==> config.mk <==
export PLATFORM = sky130hd
export DESIGN_NAME = parity_serializer
export DESIGN_NICKNAME = d
export VERILOG_FILES = /design/src/rtl/parity_serializer.sv
export SDC_FILE = /design/constraint.sdc
export NUM_CORES = 1
export LEC_CHECK = 0
export ABC_CLOCK_PERIOD_IN_PS = 2300
export BUFFER_PORTS_ARGS = -buffer_cell sky130_fd_sc_hd__buf_2
export CAP_MARGIN = 10
export CORE_MARGIN = 5
export CORE_UTILIZATION = 40
export DETAILED_ROUTE_END_ITERATION = 10
export PLACE_DENSITY = 0.61
export SYNTH_ARGS = -nofsm -noshare
export SYNTH_HDL_FRONTEND = slang
export SYNTH_SLANG_ARGS = --single-unit
==> constraint.sdc <==
create_clock -name clk -period 2.3 [get_ports clk]
set_input_delay 0.23 -clock clk [delete_from_list [all_inputs] [get_ports clk]]
set_output_delay 0.23 -clock clk [all_outputs]
set_load 0.03 [all_outputs]
==> src/rtl/parity_serializer.sv <==
// parity_serializer: frames a byte as start, LSB-first data, supplied parity, stop; flags inconsistent parity pairs
module parity_serializer #(
  parameter int DATA_W       = 8,
  parameter int CLKS_PER_BIT = 4,
  parameter int PAR_SEL      = 0
) (
  input  logic              clk,
  input  logic              rst,
  input  logic              load,
  input  logic [DATA_W-1:0] data_in,
  input  logic              even_parity,
  input  logic              odd_parity,
  output logic              busy,
  output logic              tx_out,
  output logic              done,
  output logic              parity_err
);
  typedef enum logic [2:0] {IDLE, START, DATA, PARITY, STOP} state_t;
  localparam int CW = CLKS_PER_BIT > 1 ? $clog2(CLKS_PER_BIT) : 1;
  localparam int BW = DATA_W > 1 ? $clog2(DATA_W) : 1;
  state_t            state;
  logic [DATA_W-1:0] shreg;
  logic [DATA_W-1:0] sh_next;
  logic              par_bit;
  logic [CW-1:0]     clk_cnt;
  logic [BW-1:0]     bit_cnt;
  logic              bit_end;
  assign bit_end = clk_cnt == CW'(CLKS_PER_BIT - 1);
  // tx_out is registered, so the next data bit is taken from the pre-shifted word
  assign sh_next = shreg >> 1;
  always_ff @(posedge clk) begin
    if (rst) begin
      state      <= IDLE;
      shreg      <= '0;
      par_bit    <= 1'b0;
      clk_cnt    <= '0;
      bit_cnt    <= '0;
      busy       <= 1'b0;
      tx_out     <= 1'b1;
      done       <= 1'b0;
      parity_err <= 1'b0;
    end else begin
      done <= 1'b0;
      if (state == IDLE) begin
        if (load) begin
          shreg      <= data_in;
          par_bit    <= PAR_SEL != 0 ? odd_parity : even_parity;
          parity_err <= (even_parity != ^data_in) | (odd_parity != ~^data_in);
          clk_cnt    <= '0;
          bit_cnt    <= '0;
          busy       <= 1'b1;
          tx_out     <= 1'b0;
          state      <= START;
        end
      end else begin
        clk_cnt <= bit_end ? '0 : clk_cnt + 1'b1;
        if (bit_end) begin
          case (state)
            START: begin
              tx_out <= shreg[0];
              state  <= DATA;
            end
            DATA: begin
              if (bit_cnt == BW'(DATA_W - 1)) begin
                tx_out <= par_bit;
                state  <= PARITY;
              end else begin
                shreg   <= sh_next;
                tx_out  <= sh_next[0];
                bit_cnt <= bit_cnt + 1'b1;
              end
            end
            PARITY: begin
              tx_out <= 1'b1;
              state  <= STOP;
            end
            STOP: begin
              busy  <= 1'b0;
              done  <= 1'b1;
              state <= IDLE;
            end
            default: state <= IDLE;
          endcase
        end
      end
    end
  end
endmodule

==> flow_summary_export.csv <==
group,metric,value,unit
outcome,outcome,"finished, final reports clean",
detailed_routing,vias,910,
cts,clock-root-buffer,"clkbuf_4",
logic_synthesis,synth_nets,148,
cts,htreeDepth,1,
layout,layout_common_cells,"dfxtp_1, nor2_1, nand2_1",
logic_synthesis,synth_top_family_by_area,"simple AND/OR/NAND/NOR gates",
detailed_routing,vias_per_cell,5.260,
timing,relSlewSlack,53.75,%
critical_path,cp_common_cell,"ha_1",
logic_synthesis,synthAdderAreaFrac,3.517,%
cts,hold_buffers,0,
logic_synthesis,netlist_instances,132,
timing,period_share,79.85,%
detailed_routing,drc,0,
timing,max_freq,544.5,MHz
timing,period_needed,1.837,ns
detailed_routing,drtIter0Drc,36,
logic_synthesis,synth_simple_gate_area_share,24.03,%
logic_synthesis,syn_area,1067,um2
cts,cts_tree,"built",
critical_path,path_buf_inv,1,
place,gp_congestion,0.8089,
place,dp_hpwl,1492,um
layout,synthToLayoutAreaGrowth,9.379,%
floorplanning,initial_core_util,42.31,%
run,maxCapViolCount,0,
critical_path,critPathMaxStageDelay,0.34,ns
logic_synthesis,ys.warnings.count,0,
logic_synthesis,ys_ff_latch,21,
global_route,grt_pass1_vias,859,
cts,cts_buffers,3,
logic_synthesis,synth-compound-area-share,18.05,%
cts,cts_num_sinks,21,
timing,worstMarginPinSlew,0.6900,ns
critical_path,path_cells,"ha_1 -> ha_1 -> nand3b_1 -> a211oi_2 -> buf_4 -> nor2_1 -> a311oi_2",
power_and_ir_drop,leakagePower,0.4632,nW
timing,finalSetupViolCount,0,
layout,fillers,261,
power_and_ir_drop,powerDensity,648.5,nW/um2
floorplanning,die_w,61.66,um
cts,clock_path_buffers,2,
cts,clk_latency,0.29,ns
detailed_routing,ant_nets,0,
cts,cts_resized,0,
floorplanning,floorplan.core_area,2522,um2
min_path,min_path_type,"in -> reg",
global_route,grt_max_degree,22,
layout,nNetsFinal,160,
logic_synthesis,ys_seq_area_share,39.39,%
detailed_routing,drtPass1Iterations,4,
global_route,grt_remaining_overflow,0,
place,portBuffers,16,
floorplanning,rows,18,
layout,final_common_cell,"dfxtp_1",
critical_path,cp_max_fo,21,
global_route,antenna_found_initial,0,
layout,final_util,46.28,%
critical_path,cp.required,2.52,ns
layout,seqCellArea,420.4,um2
floorplanning,die_h,61.66,um
detailed_routing,wl_per_cell,12.02,um
detailed_routing,drt_wl_total,2080,um
power_and_ir_drop,ir_worst_vdd,0.0003302,V
global_route,grt_util_all_layers,12.67,%
cts,path_clk_slew,0.11,ns
critical_path,crit_family,"compound AO/OA/AOI/OAI gates",
logic_synthesis,muxShareOfSynthArea,3.751,%
layout,multi_input_comb_area,588.1,um2
logic_synthesis,synth_xor_area_share,5.744,%
place,place_inst,169,
floorplanning,ios,17,
critical_path,cp-end-kind,"flip-flop",
timing,rsz0062_at_grt,"false",
logic_synthesis,yosysTopAreaCellShare,39.39,%
layout,n_antenna_cell,0,
timing,whs,0.1796,ns
layout,fin_cells,173,
timing,finalClockSkew,0.0003629,ns
layout,drive_gt1_share,16.08,%
critical_path,arrival,2.05,ns
logic_synthesis,ys_types,26,
place,dpl_cell_area,1141,um2
critical_path,critPathSlowestCell,"dfxtp_1",
logic_synthesis,synth_top_area_cell,"dfxtp_1",
global_route,grt_pass1_wl,3594,um
timing,hold_viol_final,0,
critical_path,start_kind,"flip-flop",
timing,drv_slew,0,
timing,setup_tns,0,ns
logic_synthesis,synth.area.top_cells,"dfxtp_1, nand2_1, nor2_1",
critical_path,crit_type,"reg -> reg",
layout,fin_area,1167,um2
cts,postCtsSetupBuffers,0,
logic_synthesis,avgSynthCellArea,8.085,um2
floorplanning,die-area,3801,um2
-- report_power, final --
| part | total, mW | switching, mW | internal [mW] | leakage (nW) |
|---|---|---|---|---|
| Sequential | 0.414 | 0.0210 | 0.393 | 0.172 |
| Clock | 0.175 | 0.108 | 0.0675 | 0.0150 |
| Combinational | 0.168 | 0.0965 | 0.0712 | 0.276 |
| Total | 0.757 | 0.225 | 0.532 | 0.463 |
-- worst reg2reg max path, delay by kind of cell (launching register included) --
| family | cells | cell delay (ns) |
|---|---|---|
| buffers and inverters | 1 | 0.26 |
| AO/OA/AOI/OAI | 2 | 0.47 |
| adder cells (fa/ha/maj) | 2 | 0.42 |
| flip-flops | 1 | 0.34 |
| AND/OR/NAND/NOR | 2 | 0.26 |
-- cell families after synthesis --
| kind of cell | Yosys count |
|---|---|
| and+or+nand+nor | 57 |
| AOI/OAI and AO/OA | 28 |
| DFF | 21 |
| buffers and inverters | 12 |
| xor gates and xnor gates | 7 |
| muxes | 4 |
| adders and majority gates | 3 |
-- cells in the mapped netlist --
| cell | number |
|---|---|
| a21o_1 | 1 |
| nor3_2 | 1 |
| clkbuf_1 | 3 |
| mux2i_1 | 4 |
| xnor2_1 | 7 |
| a311oi_1 | 6 |
| dfxtp_1 | 21 |
| or3_1 | 1 |
| a311oi_2 | 1 |
| ha_1 | 3 |
| nand3b_1 | 2 |
| o31ai_1 | 1 |
| inv_1 | 2 |
| a21oi_1 | 13 |
| buf_2 | 5 |
| nor2_1 | 20 |
| nor3_1 | 1 |
| buf_4 | 2 |
| nand3_1 | 5 |
| a211oi_2 | 1 |
| a22oi_1 | 1 |
| a211oi_1 | 2 |
| nand2_1 | 20 |
| nor3b_1 | 1 |
| o21ai_0 | 2 |
| nand2b_1 | 6 |
-- sequential cells by signal, indices dropped and copies added (netlist names) --
register and cells:
parity_err 1, tx_out 1, state 3, done 1
busy 1, clk_cnt 2, par_bit 1, bit_cnt 3
shreg 8
-- per-stage QoR --
stage                     total power, mW  setup slack (ns)
final                              0.7570            0.4633
after global routing               0.8088            0.3235
after CTS                          0.7706            0.4655
after detailed placement           0.5923            0.4997
after global placement             0.5875            0.5696
after floorplan                    0.5535            0.6712
-- area by class of cell --
| class | instances | share of cell area, % |
|---|---|---|
| Tap cell | 30 | 3.215 |
| Inverter | 2 | 0.6431 |
| Timing Repair Buffer | 17 | 7.503 |
| Multi-Input combinational cell | 99 | 50.38 |
| Clock buffer | 4 | 2.251 |
| Sequential cell | 21 | 36.01 |
-- final timing paths --
kind / from / endpoint / slack, ns / cells after the start
max reg2reg: bit_cnt[0] / shreg[5] / 0.46 / 7
max: bit_cnt[0] / shreg[5] / 0.46 / 7
min: even_parity / par_bit / 0.18 / 3
min reg2reg: tx_out / tx_out / 0.48 / 2
-- per-layer routing --
| metal | track usage (%) | part of all wire [%] |
|---|---|---|
| met1 | 15.80 | 48 |
| met2 | 20.03 | 45 |
| met3 | 3.145 | 5.3 |
| met4 | 6.667 | 1.0 |
| met5 | 0 | 0 |
No activity file was read; power rests on OpenSTA's default activity.
